--- src/rtl/uart_pkg.sv ---
// Shared types and constants for the UART receive path.
package uart_pkg;

  typedef enum logic [2:0] {IDLE, START, DATA, PARITY, STOP} rx_state_t;

  typedef enum logic {PAR_EVEN, PAR_ODD} parity_mode_t;

  localparam int           UART_DATA_BITS        = 8;
  localparam int           UART_DEF_CLKS_PER_BIT = 5208;
  localparam parity_mode_t UART_PARITY_MODE      = PAR_EVEN;

  // 1 when the received parity bit disagrees with the configured mode.
  function automatic logic calcParityErr(input logic [UART_DATA_BITS-1:0] d, input logic p);
    return (^d) ^ p ^ (UART_PARITY_MODE == PAR_ODD);
  endfunction

endpackage

--- src/rtl/uart_sync2.sv ---
// Two-flop synchronizer for a single asynchronous bit, with selectable reset value.
module uart_sync2 #(
  parameter logic RST_VAL = 1'b1
) (
  input  logic clk,
  input  logic rst,
  input  logic d,
  output logic q
);

  logic meta;

  always_ff @(posedge clk) begin
    if (rst) begin
      meta <= RST_VAL;
      q    <= RST_VAL;
    end else begin
      meta <= d;
      q    <= meta;
    end
  end

endmodule

--- src/rtl/uart_rx_parity.sv ---
// 8E1 UART receiver: start-bit validation, LSB-first data, even parity, stop check,
// sticky interrupt / parity / framing / overrun flags.
module uart_rx_parity
  import uart_pkg::*;
#(
  parameter int CLKS_PER_BIT = UART_DEF_CLKS_PER_BIT
) (
  input  logic                      clk,
  input  logic                      rst,
  input  logic                      serialDataRX,
  input  logic                      clearInterrupt,
  output logic [UART_DATA_BITS-1:0] receivedData,
  output logic                      rxInterrupt,
  output logic                      parityError,
  output logic                      framingError,
  output logic                      overrunError,
  output logic                      rxBusy
);

  localparam int            CW   = $clog2(CLKS_PER_BIT);
  localparam logic [CW-1:0] HALF = CW'(CLKS_PER_BIT / 2);
  localparam logic [CW-1:0] LAST = CW'(CLKS_PER_BIT - 1);

  rx_state_t                 state, stateNext;
  logic [CW-1:0]             bitCnt, bitCntNext;
  logic [2:0]                bitIdx, bitIdxNext;
  logic [UART_DATA_BITS-1:0] shiftReg, shiftNext;
  logic                      parErr, parErrNext;
  logic                      rxS, rxPrev;
  logic                      frameOk, frameBad;

  uart_sync2 #(.RST_VAL(1'b1)) uSync (
    .clk (clk),
    .rst (rst),
    .d   (serialDataRX),
    .q   (rxS)
  );

  always_ff @(posedge clk) begin
    if (rst) begin
      state    <= IDLE;
      bitCnt   <= '0;
      bitIdx   <= '0;
      shiftReg <= '0;
      parErr   <= 1'b0;
      rxPrev   <= 1'b1;
    end else begin
      state    <= stateNext;
      bitCnt   <= bitCntNext;
      bitIdx   <= bitIdxNext;
      shiftReg <= shiftNext;
      parErr   <= parErrNext;
      rxPrev   <= rxS;
    end
  end

  always_comb begin
    stateNext  = state;
    bitCntNext = bitCnt + 1'b1;
    bitIdxNext = bitIdx;
    shiftNext  = shiftReg;
    parErrNext = parErr;
    frameOk    = 1'b0;
    frameBad   = 1'b0;
    case (state)
      IDLE: begin
        bitCntNext = '0;
        // a true 1->0 edge is required, so a line stuck low cannot retrigger
        if (rxPrev && !rxS) stateNext = START;
      end
      START: begin
        if (bitCnt == HALF) begin
          bitCntNext = '0;
          bitIdxNext = '0;
          stateNext  = rxS ? IDLE : DATA;
        end
      end
      DATA: begin
        if (bitCnt == LAST) begin
          bitCntNext = '0;
          shiftNext  = {rxS, shiftReg[UART_DATA_BITS-1:1]};
          bitIdxNext = bitIdx + 1'b1;
          if (bitIdx == 3'd7) stateNext = PARITY;
        end
      end
      PARITY: begin
        if (bitCnt == LAST) begin
          bitCntNext = '0;
          parErrNext = calcParityErr(shiftReg, rxS);
          stateNext  = STOP;
        end
      end
      STOP: begin
        if (bitCnt == LAST) begin
          bitCntNext = '0;
          stateNext  = IDLE;
          frameOk    = rxS;
          frameBad   = !rxS;
        end
      end
      default: begin
        stateNext  = IDLE;
        bitCntNext = '0;
      end
    endcase
  end

  // Later assignments override the clear, so a completing frame wins over clearInterrupt.
  always_ff @(posedge clk) begin
    if (rst) begin
      receivedData <= '0;
      rxInterrupt  <= 1'b0;
      parityError  <= 1'b0;
      framingError <= 1'b0;
      overrunError <= 1'b0;
    end else begin
      if (clearInterrupt) begin
        rxInterrupt  <= 1'b0;
        parityError  <= 1'b0;
        framingError <= 1'b0;
        overrunError <= 1'b0;
      end
      if (frameOk) begin
        receivedData <= shiftReg;
        parityError  <= parErr;
        rxInterrupt  <= 1'b1;
        overrunError <= !clearInterrupt && (overrunError || rxInterrupt);
      end
      if (frameBad) framingError <= 1'b1;
    end
  end

  assign rxBusy = (state != IDLE);

endmodule

--- config.mk ---
export PLATFORM = sky130hd
export DESIGN_NAME = uart_rx_parity
export DESIGN_NICKNAME = d
export VERILOG_FILES = /design/src/rtl/uart_pkg.sv /design/src/rtl/uart_sync2.sv /design/src/rtl/uart_rx_parity.sv
export SDC_FILE = /design/constraint.sdc
export NUM_CORES = 1
export LEC_CHECK = 0
export BUFFER_PORTS_ARGS = -buffer_cell sky130_fd_sc_hd__buf_2
export CORE_MARGIN = 3
export CORE_UTILIZATION = 58
export CTS_CLUSTER_SIZE = 25
export DETAILED_ROUTE_END_ITERATION = 7
export HOLD_SLACK_MARGIN = 0.1
export PLACE_DENSITY = 0.8
export SYNTH_ARGS = -nofsm -noshare
export SYNTH_HDL_FRONTEND = slang
export SYNTH_SLANG_ARGS = --single-unit
--- constraint.sdc ---
create_clock -name clk -period 2 [get_ports clk]
set_clock_uncertainty 0.15 [all_clocks]
set_input_delay 0.1 -clock clk [delete_from_list [all_inputs] [get_ports clk]]
set_output_delay 0.1 -clock clk [all_outputs]
set_load 0.01 [all_outputs]
After elaboration in Yosys (flattened, before gate mapping) --
Cells that the tools add are included.
Operators by class: $add $sub $neg 2, equality and inequality tests 13, mux-type cells 23, bitwise logic cells 1, reduce and logical (&&, ||, !) cells 16
Operators with widths (number):
- two-way mux 13 bit | 2
- case mux 13 bit (2 select lines) | 1
- two-way mux 3 bit | 8
- case mux 3 bit (5 select lines) | 1
- adder 13 x 1 -> 13 bit, second input constant | 1
- == test 13 x 12 -> 1 bit, second input constant | 1
- == test 13 bit, second input constant | 1
- != test 2 bit, second input constant | 6
- two-way mux 1 bit | 9
- XOR reduction 8 bit | 1
- == test 3 x 2 -> 1 bit, second input constant | 2
- == test 3 bit, second input constant | 2
- case mux 3 bit (2 select lines) | 1
- AND reduction 6 bit | 1
- nonzero test 2 bit | 3
- AND reduction 2 bit | 2
- adder 3 x 1 -> 3 bit, second input constant | 1
- == test 3 x 1 -> 1 bit, second input constant | 1
- logical NOT 3 bit | 1
- AND reduction 3 bit | 1
- nonzero test 3 bit | 1
- OR reduction 3 bit | 1
- logical AND 1 bit | 2
- logical NOT 1 bit | 2
- 3 further kinds | 3
Word-level totals: flip-flop bits (word level) 43, output and inout bits 13, word-level logic and storage cells 68

Depth between registers and ports, before layout --
Gate-level depths: netlist of run 1.
depth after elaboration 4, mapped depth 8, gate-level depth less buffers 7

Hierarchy --
A second synthesis of run 1 with hierarchy kept.
Second synthesis, totals: cells, all modules 224, area, all modules 2034.5 um2
Modules (own cells, without submodules):
- uart_rx_parity | times used 1, cells each 220, area an instance 1981.9 um2, seq. area each 820.8 um2
- uart_sync2 | times used 1, cells each 4, area an instance 52.6 um2, seq. area each 40.0 um2

Worst setup path before layout of run 1 --
OpenSTA, ideal clock, no wires.
path type register -> register, start point reg bitCnt[0], end point reg bitCnt[11], setup time 0.115 ns, arrival time 1.541 ns, required time 1.735 ns, path slack 0.194 ns, stages on the path, launching flop included 8, buffers on the path 1, path through dfxtp_1 > ha_1 > and4bb_1 > nand3_2 > a32oi_2 > or2_1 > buf_4 > nor2_1
On the way: cells in the longest elaborated chain, start to end 3, elaborated cells on any way between the ends 6, classes of those cells 1 x add/sub; 2 x eq/ne; 3 x mux
Ends and longest elaborated chain:
- start, declared | RTL line uart_rx_parity.sv:25 | logic [CW-1:0] bitCnt, bitCntNext;
- start signal, assigned | RTL line uart_rx_parity.sv:49 | bitCnt <= bitCntNext;
- adder 13 x 1 -> 13 bit, or another cell as far along | RTL line uart_rx_parity.sv:59 | bitCntNext = bitCnt + 1'b1;
- two-way mux 13 bit, on equally long branches
- case mux 13 bit (2 select lines) * | RTL line uart_rx_parity.sv:65 | case (state)
Every way passes the cells marked *; elsewhere a longest branch is shown, timed or not. A chain may end at the register's enable or synchronous reset.

Worst setup path after layout of run 1 --
start point reg bitCnt[1], end point reg bitIdx[0]
On the way: cells in the longest elaborated chain, start to end 3, elaborated cells on any way between the ends 5, classes of those cells 4 x eq/ne; 1 x reduce/logical
Ends and longest elaborated chain:
- == test 13 bit or == test 13 x 12 -> 1 bit (tied branches) | RTL line uart_rx_parity.sv:79, uart_rx_parity.sv:72
- != test 2 bit (no source line)
- AND reduction 3 bit (no source line) *
- end signal, assigned | RTL line uart_rx_parity.sv:50 | bitIdx <= bitIdxNext;
- end, declared | RTL line uart_rx_parity.sv:26 | logic [2:0] bitIdx, bitIdxNext;
Marks and branches as above.

==> flow_summary.yaml, run 1 <==
outcome:
  status: "complete, no violations"
placement:
  numPortBuffers: 16
  hpwl_um: 2417
  placedCellCount: 269
  placed_cell_area_um2: 2068
  gp_congestion: 0.7515
cells_and_area:
  instances_no_fill: 280
  final_core_util_pct: 70.24
  fill_cells: 273
  final_net_count: 243
  final_common_cell: "dfxtp_1"
  multi_input_area_um2: 1049
  final_cell_mix: "dfxtp_1, nand2_1, nor2_1, buf_2, a21oi_1"
  layout-drive-gt1-share_pct: 16.95
  syn2layout_area_growth_pct: 13.19
  fin_area_um2: 2180
  seq_area_um2: 862.1
  antenna_cells: 0
yosys:
  synth_xor_area_share_pct: 8.902
  synth_cells: 212
  synth_top_family_by_area: "simple AND/OR/NAND/NOR gates"
  synth_compound_area_share_pct: 6.498
  synthAdderAreaFrac_pct: 2.599
  ys_warn_count: 0
  netlist_area_um2: 1926
  avgSynthCellArea_um2: 9.083
  syn-num-nets: 220
  yosysUniqueCellTypes: 37
  muxShareOfSynthArea_pct: 6.238
  synthSimpleGateAreaFrac_pct: 28.85
  ys_seq_area_share_pct: 44.70
  ys_ff_latch: 43
flow_run:
  cap_violations: 0
sta:
  final.period_utilization_pct: 96.60
  finalMaxSlewViolations: 0
  fmax_mhz: 517.6
  worst_pin_slew_ps: 538.0
  setup_viol: 0
  period_needed_ps: 1932
  max_slew_margin_pct: 64.14
  hold_viol: 0
cts:
  cts_buffer_depth: 2
  cts.sinks: 43
  numCtsBuffers: 5
  postCtsSetupBuffers: 0
  clk_pin_slew_ps: 120
  cts_tree: "yes"
  clock_latency_ps: 350
  root_buffer: "clkbuf_4"
  htreeDepth: 2
routing:
  drt_iter0_markers: 79
  postRouteAntennaNets: 0
  vias: 1507
  wire_per_inst_um: 12.95
  drc: 0
  firstDrtPassIters: 4
  wirelength_um: 3625
  viasPerCell: 5.382
global_routing:
  grt_use_total_pct: 20.01
  grt-ovfl-total: 0
  grt_pass1_vias: 1387
  grt_util_met1_pct: 26.87
  grt_use_met3_pct: 6.417
  met2_usage_pct: 31.16
  antenna_found_initial: 0
  grt_start_max_net_pins: 34
  grt.busiest_layer: "met2"
  grt_pass1_wl_um: 6382
worst_setup_path:
  r2r_setup_slack_ps: 70
  cp_data_arrival_time_ps: 2060
  cp_max_fo: 6
  critPathLaunchType: "flop"
  worstSetupPathType: "reg2reg"
  cp-end-kind: "flop"
  cp.required_ps: 2130
worst_hold_path:
  holdCritPathClass: "reg2reg"
floorplanning:
  core_um2: 3103
  die_x_um: 63.62
  num_rows: 20
  dieArea_um2: 4048
  die_height_um: 63.62
  io-pin-count: 17
  initial_core_util_pct: 62.06
pwr:
  p_per_area_nw_per_um2: 601.8
  irDropWorstVdd_v: 0.0004808
  power_leakage_nw: 0.7981
==> through the flow <==
stage / hold WS [ps] / setup TNS (ps) / setup WS, ps / total power, W
finish: 274.6 / 0 / 68.08 / 0.001312
global route: 298.9 / -43.01 / -20.52 / 0.001381
CTS: 276.4 / 0 / 37.61 / 0.001319
detailed placement: 134.5 / 0 / 48.13 / 0.0009149
global placement: 132.2 / 0 / 118.9 / 0.0009143
floorplan: 29.31 / 0 / 194.1 / 0.0009046
==> registers in the layout, summed over array words and instances, names as in the netlist <==
name,count
uSync.q,1
state,3
parErr,1
rxInterrupt,1
bitCnt,13
bitIdx,3
parityError,1
receivedData,8
shiftReg,8
overrunError,1
rxPrev,1
framingError,1
uSync.meta,1
==> layout make-up <==
| type | count | share of cell area [%] |
|---|---|---|
| sequential | 43 | 39.55 |
| clock buffer | 6 | 1.894 |
| multi-input combinational | 159 | 48.11 |
| tap | 44 | 2.526 |
| inverter | 4 | 0.6889 |
| clock inverter | 2 | 0.5741 |
| timing repair buffer | 22 | 6.659 |
==> power breakdown <==
part | switching, W | internal, W | total [W]
clock | 0.000274 | 0.000136 | 0.000410
combinational | 0.0000192 | 0.0000183 | 0.0000375
sequential | 0.00000417 | 0.000860 | 0.000864
total | 0.000298 | 0.00101 | 0.00131
==> kinds of logic after synthesis <==
family,after synthesis
mux,12
compound gates,21
buf+inv,10
xor+xnor,18
flops,43
simple gates,104
fa+ha+maj,4
==> synthesized netlist by cell type, drive strengths merged <==
cell	number	area, um2
o21ai	3	15.01
and4b	1	10.01
a32oi	1	16.27
or3	2	12.51
dfxtp	43	860.8
nor2	30	122.6
and3	3	18.77
xor2	7	61.31
xnor3	1	22.52
inv	4	15.01
nand4	3	18.77
nor3b	2	20.02
and4	1	8.760
nor2b	4	25.02
a21o	2	15.01
nand3	10	55.05
a21oi	14	70.07
nor3	4	20.02
nand2	28	105.1
ha	4	50.05
xnor2	10	87.58
nor4b	1	15.01
clkbuf	4	15.01
buf	2	12.51
and4bb	4	50.05
nand2b	3	18.77
o221ai	1	8.760
or2	4	25.03
nand3b	4	30.03
mux2i	12	120.1
==> critical path, stage by stage, from the launching register on <==
cell,delay [ps]
dfxtp_1,390
ha_1,200
and4bb_2,290
nand4_1,110
a21o_1,240
or3_1,330
a21oi_1,160
==> routing by layer <==
| metal | share of wire, % | vias up |
|---|---|---|
| li1 | - | 765 |
| met1 | 48 | 713 |
| met2 | 48 | 22 |
| met3 | 2.8 | 7 |
| met4 | 1.3 | 0 |
| met5 | 0 | - |
==> worst paths after layout <==
check | startpoint | end | cells past startpoint
worst min register to register | uSync.meta | uSync.q | 1
worst min-delay path | uSync.meta | uSync.q | 1
worst max-delay path | bitCnt[1] | bitIdx[0] | 6
worst max register to register | bitCnt[1] | bitIdx[0] | 6
==> what timing repair did <==
item | CTS | global route
gates resized for setup | 0 | 6
hold buffers | 3 | 0
endpoints found under the setup margin | 0 | 28
endpoints found under the hold margin | 23 | 0
(Power assumes the default switching activity.)
==> inputs of run 2 (changes only) <==
- PLACE_DENSITY: 0.8 -> 0.78
==> run 2 against run 1 <==
Routed wire length up 1.7%. Critical path depth unchanged. Die area unchanged. Worst setup slack better by 90 ps. Global-route usage about the same. Sequential share of layout area up 0.10 points. Core utilization down 0.081 points. Power down 1.2%. Largest cell class unchanged.
==> flow_summary.yaml, run 2 (synthesis results as in run 1) <==
worst_hold_path:
  hold_path_depth: 1
  whs_endpoint: "uSync.q"
  holdCritPathClass: "reg2reg"
  hold_start: "uSync.meta"
floorplanning:
  dieArea_um2: 4048
  core_um2: 3103
  num_rows: 20
  die_height_um: 63.62
  initial_core_util_pct: 62.06
  io-pin-count: 17
  die_x_um: 63.62
sta:
  worst_pin_slew_ps: 526.2
  setup_viol: 0
  hold_viol: 0
  finalMaxSlewViolations: 0
  period_needed_ps: 1842
  fmax_mhz: 542.8
  final.period_utilization_pct: 92.12
  timing.hold.ws_ps: 288.6
  max_slew_margin_pct: 64.92
cts:
  clk_pin_slew_ps: 120
  root_buffer: "clkbuf_4"
  clock_latency_ps: 350
  cts.sinks: 43
  numCtsBuffers: 5
  htreeDepth: 2
  cts_tree: "yes"
  cts_buffer_depth: 2
global_routing:
  grt_pass1_wl_um: 6423
  grt-ovfl-total: 0
  grt_start_max_net_pins: 34
  grt_use_total_pct: 20.03
  grt_pass1_vias: 1480
  antenna_found_initial: 0
worst_setup_path:
  r2r_setup_slack_ps: 160
  cp-end-kind: "flop"
  reg2reg_depth: 6
  cp_max_fo: 6
  critPathLaunchType: "flop"
  r2r-end: "state[1]"
  r2r-start: "bitCnt[6]"
  worstSetupPathType: "reg2reg"
  cp_data_arrival_time_ps: 1930
  cp.required_ps: 2090
placement:
  hpwl_um: 2608
  gp_congestion: 0.8260
  placedCellCount: 269
  numPortBuffers: 16
pwr:
  power_leakage_nw: 0.8090
  irDropWorstVdd_v: 0.0004717
  p_per_area_nw_per_um2: 595.4
cells_and_area:
  final_net_count: 244
  seq_area_um2: 863.3
  final_common_cell: "dfxtp_1"
  top_regs: "bitCnt: 13 flops, receivedData: 8 flops, shiftReg: 8 flops"
  largest_register_ffs: 13
  fill_cells: 265
  largest_register: "bitCnt"
  layout-drive-gt1-share_pct: 16.95
  instances_no_fill: 280
  antenna_cells: 0
  final_cell_mix: "dfxtp_1, nand2_1, nor2_1, buf_2, a21oi_1"
  syn2layout_area_growth_pct: 13.06
  multi_input_area_um2: 1027
routing:
  drc: 0
  vias: 1518
  wirelength_um: 3687
  viasPerCell: 5.421
  wire_per_inst_um: 13.17
  drt_iter0_markers: 98
  postRouteAntennaNets: 0
  firstDrtPassIters: 4
outcome:
  status: "complete, no violations"
flow_run:
  cap_violations: 0
==> run 2: area by class of cell <==
class	instances	share of cell area, %
Clock buffer	5	1.724
Clock inverter	2	0.6322
Inverter	4	0.6897
Multi-Input combinational cell	159	47.18
Sequential cell	43	39.66
Tap cell	44	2.529
Timing Repair Buffer	23	7.586
==> run 2: per-stage QoR <==
stage / total power [W] / util (%) / worst slack (ps) / instance area, um2 / setup TNS (ps)
2_1_floorplan: 0.0009046 / - / 194.1 / 1926 / 0
3_3_place_gp: 0.0009134 / 66.65 / 180.1 / 2068 / 0
3_5_place_dp: 0.0009152 / 66.65 / 118.3 / 2068 / 0
4_1_cts: 0.001306 / 69.27 / 102.6 / 2150 / 0
5_1_grt: 0.001351 / 70.16 / -10.36 / 2177 / -12.86
6_report: 0.001296 / 70.16 / 157.7 / 2177 / 0
==> run 2: timing repair <==
item / 4_1_cts / 5_1_grt
hold buffers: 3 / 0
hold endpoints to repair: 25 / 0
resized for setup: 0 / 3
buffers inserted: 0 / 1
setup endpoints to repair: 0 / 12
==> run 2: how the worst max path moves through the flow <==
stage                            endpoint       from  depth (start not counted)  slack, ps
after floorplan                bitCnt[11]  bitCnt[0]                          7        190
after global placement        parityError  bitCnt[0]                          6        180
after detailed placement      shiftReg[2]  bitCnt[0]                          6        120
after CTS                     shiftReg[2]  bitCnt[0]                          6        100
after global routing      receivedData[5]  bitCnt[2]                          5        -10
final                            state[1]  bitCnt[6]                          6        160
==> run 2: report_power, final <==
part	internal, W	total [W]	leakage, nW	switching [W]
Sequential	0.000860	0.000864	0.348	0.00000454
Clock	0.000131	0.000395	0.0310	0.000265
Combinational	0.0000182	0.0000368	0.430	0.0000186
==> run 2: worst max-delay path, cell delays in order (launching register included) <==
cell and delay [ps]:
dfxtp_1 460, and4bb_1 320, nand3_2 180, a32oi_2 220, buf_4 150, o221ai_1 120, mux2i_1 140
==> run 2: per-layer routing <==
metal  part of all wire (%)  track usage (%)  vias to the layer above
li1                       -                -                      768
met1                     43            23.78                      721
met2                     52            33.90                       22
met3                    3.4            4.991                        7
met4                    1.5            8.895                        0
met5                      0                0                        -
==> inputs of run 3 (changes only) <==
- ABC_AREA: not set -> 1
- CELL_PAD_IN_SITES_DETAIL_PLACEMENT: not set -> 1
- CELL_PAD_IN_SITES_GLOBAL_PLACEMENT: not set -> 2
- CORE_UTILIZATION: 58 -> 34
- PLACE_DENSITY: 0.78 -> not set
- PLACE_DENSITY_LB_ADDON: not set -> 0.1
==> run 3 against run 2 <==
Global-route usage decreased by 5.3 points. Sequential share of layout area decreased by 4.8 points. Register-to-register slack improved by 50 ps. Synthesized cell count increased by 33%. First-iteration DRC count decreased by 5.1%. Area after synthesis increased by 12%. Largest power group unchanged.
==> flow_summary.yaml, run 3 <==
outcome:
  status: "complete, no violations"
yosys:
  synth_area_leaders: "dfxtp_1, nand2_1, inv_1"
  synth_cells: 283
  synth_top_flop_cell: "dfxtp_1"
  netlist_area_um2: 2151
  ys_ff_latch: 43
  ys_seq_area_share_pct: 40.02
  synth_top_area_cell: "dfxtp_1"
  yosysUniqueCellTypes: 35
  ys_warn_count: 0
  yosysTopAreaCellShare_pct: 40.02
  synth_edf_count: 0
  async_flop_share_pct: 0
  netlist_top_cells_count: "nand2_1, dfxtp_1, inv_1"
  synth_top_family_by_area: "simple AND/OR/NAND/NOR gates"
  avgSynthCellArea_um2: 7.600
  synthAdderAreaFrac_pct: 2.327
  muxShareOfSynthArea_pct: 0
  synth_compound_area_share_pct: 14.60
  synthSimpleGateAreaFrac_pct: 30.42
  synth.most_common_cell: "nand2_1"
  synth_xor_area_share_pct: 3.258
  syn-num-nets: 291
floorplanning:
  io-pin-count: 17
  dieArea_um2: 7316
  num_rows: 28
  core_um2: 6026
  die_x_um: 85.54
  die_height_um: 85.54
  initial_core_util_pct: 35.69
cts:
  htreeDepth: 2
  cts.sinks: 43
  clk_pin_slew_ps: 90
  clock_latency_ps: 290
  cts_buffer_depth: 2
  cts_tree: "yes"
  root_buffer: "clkbuf_8"
  numCtsBuffers: 5
sta:
  setup-tns-final_ps: 0
  finalMaxSlewViolations: 0
  timing.hold.ws_ps: 273.0
  hold_viol: 0
  period_needed_ps: 1792
  fmax_mhz: 558.1
  rsz0062_at_grt: "false"
  worst_pin_slew_ps: 319.3
  setup_viol: 0
  max_slew_margin_pct: 78.55
  final.period_utilization_pct: 89.59
  fin_ws_ps: 208.2
worst_setup_path:
  cp_common_cell: "nand2_1"
  worstSetupPathType: "reg2reg"
  crit_slowest_cell: "dfxtp_2"
  cp_data_arrival_time_ps: 1830
  cp.required_ps: 2040
  cp-end-kind: "flop"
  critPathLaunchType: "flop"
  crit_chain: "ha_1, nand2_1, nor2_1, nand3_1, o21ai_1, nand2_1, nand2_1, buf_4, nor3b_1"
  cp_max_fo: 12
  slowest_delay_ps: 360
cells_and_area:
  layout-drive-gt1-share_pct: 22.90
  antenna_cells: 0
  syn2layout_area_growth_pct: 15.12
  multi_input_area_um2: 1102
  fin_area_um2: 2476
  top_regs: "bitCnt: 13 flops, receivedData: 8 flops, shiftReg: 8 flops"
  instances_no_fill: 385
  final_cell_mix: "nand2_1, dfxtp_1, inv_1, nor2_1, nand3_1"
  largest_register: "bitCnt"
  fill_cells: 763
  final_common_cell: "nand2_1"
  largest_register_ffs: 13
  final_net_count: 317
  seq_area_um2: 862.1
global_routing:
  grt_start_max_net_pins: 24
  grt_pass1_wl_um: 8735
  grt_pass1_vias: 1846
  antenna_found_initial: 0
  grt_use_total_pct: 14.76
  grt-ovfl-total: 0
placement:
  placedCellCount: 372
  placed_cell_area_um2: 2316
  hpwl_um: 3847
  numPortBuffers: 16
  place_ws_ps: 135.2
  gp_congestion: 0.7398
pwr:
  power_leakage_nw: 0.9838
  irDropWorstVdd_v: 0.0004670
  p_per_area_nw_per_um2: 792.2
routing:
  postRouteAntennaNets: 0
  drc: 0
  wire_per_inst_um: 13.21
  vias: 1843
  viasPerCell: 4.787
  wirelength_um: 5086
  drt_iter0_markers: 93
  firstDrtPassIters: 4
worst_hold_path:
  holdCritPathClass: "reg2reg"
flow_run:
  cap_violations: 0
run 3: cell type report:
class,instances,area share [%]
Tap cell,75,3.790
Sequential cell,43,34.82
Clock inverter,2,0.5053
Timing Repair Buffer,26,7.681
Clock buffer,6,2.931
Multi-Input combinational cell,195,44.52
Inverter,38,5.761
run 3: report_power, final:
part	switching [W]	total [W]	internal (W)
clock	0.000312	0.000556	0.000245
combinational	0.000315	0.000476	0.000161
sequential	0.0000362	0.000929	0.000893
run 3: per-layer routing:
| layer | global-route usage [%] | up-vias | routed length [um] |
|---|---|---|---|
| met5 | 0 | - | 0 |
| met4 | 3.022 | 0 | 45 |
| met3 | 2.882 | 4 | 126 |
| met2 | 23.87 | 17 | 2277 |
| met1 | 20.55 | 860 | 2637 |
| li1 | - | 962 | - |
run 3: per-stage QoR:
stage	total power [W]	utilization (%)
5_1_grt	0.002109	41.09
3_5_place_dp	0.001415	38.43
2_1_floorplan	0.001301	-
4_1_cts	0.001995	40.51
3_3_place_gp	0.001414	38.43
6_report	0.001962	41.09
run 3: path summary, 6_finish.rpt:
path         cells past startpoint  startpoint        end  slack, ps
max                              9   bitCnt[0]  bitCnt[7]        210
min                              1  uSync.meta    uSync.q        270
max reg2reg                      9   bitCnt[0]  bitCnt[7]        210
min reg2reg                      1  uSync.meta    uSync.q        270
run 3: what timing repair did:
action / 4_1_cts / 5_1_grt
endpoints found under the setup margin: 0 / 18
endpoints found under the hold margin: 12 / 0
buffers inserted: 0 / 1
gates resized for setup: 0 / 4
hold buffers: 4 / 0
run 3: logic make-up (layout without fill, tap and decap cells):
| logic type | count (synthesis) | after routing |
|---|---|---|
| buffers and inverters | 45 | 72 |
| AO/OA/AOI/OAI | 51 | 51 |
| adder cells (fa/ha/maj) | 4 | 4 |
| XOR/XNOR | 8 | 8 |
| flip-flops | 43 | 43 |
| AND/OR/NAND/NOR | 132 | 132 |
run 3: worst max-delay path: cells and delay by family (launching register included):
kind | cells | cell delay (ps)
AND/OR/NAND/NOR | 6 | 670
flip-flops | 1 | 360
AO/OA/AOI/OAI | 1 | 120
buffers and inverters | 1 | 200
adder cells (fa/ha/maj) | 1 | 200
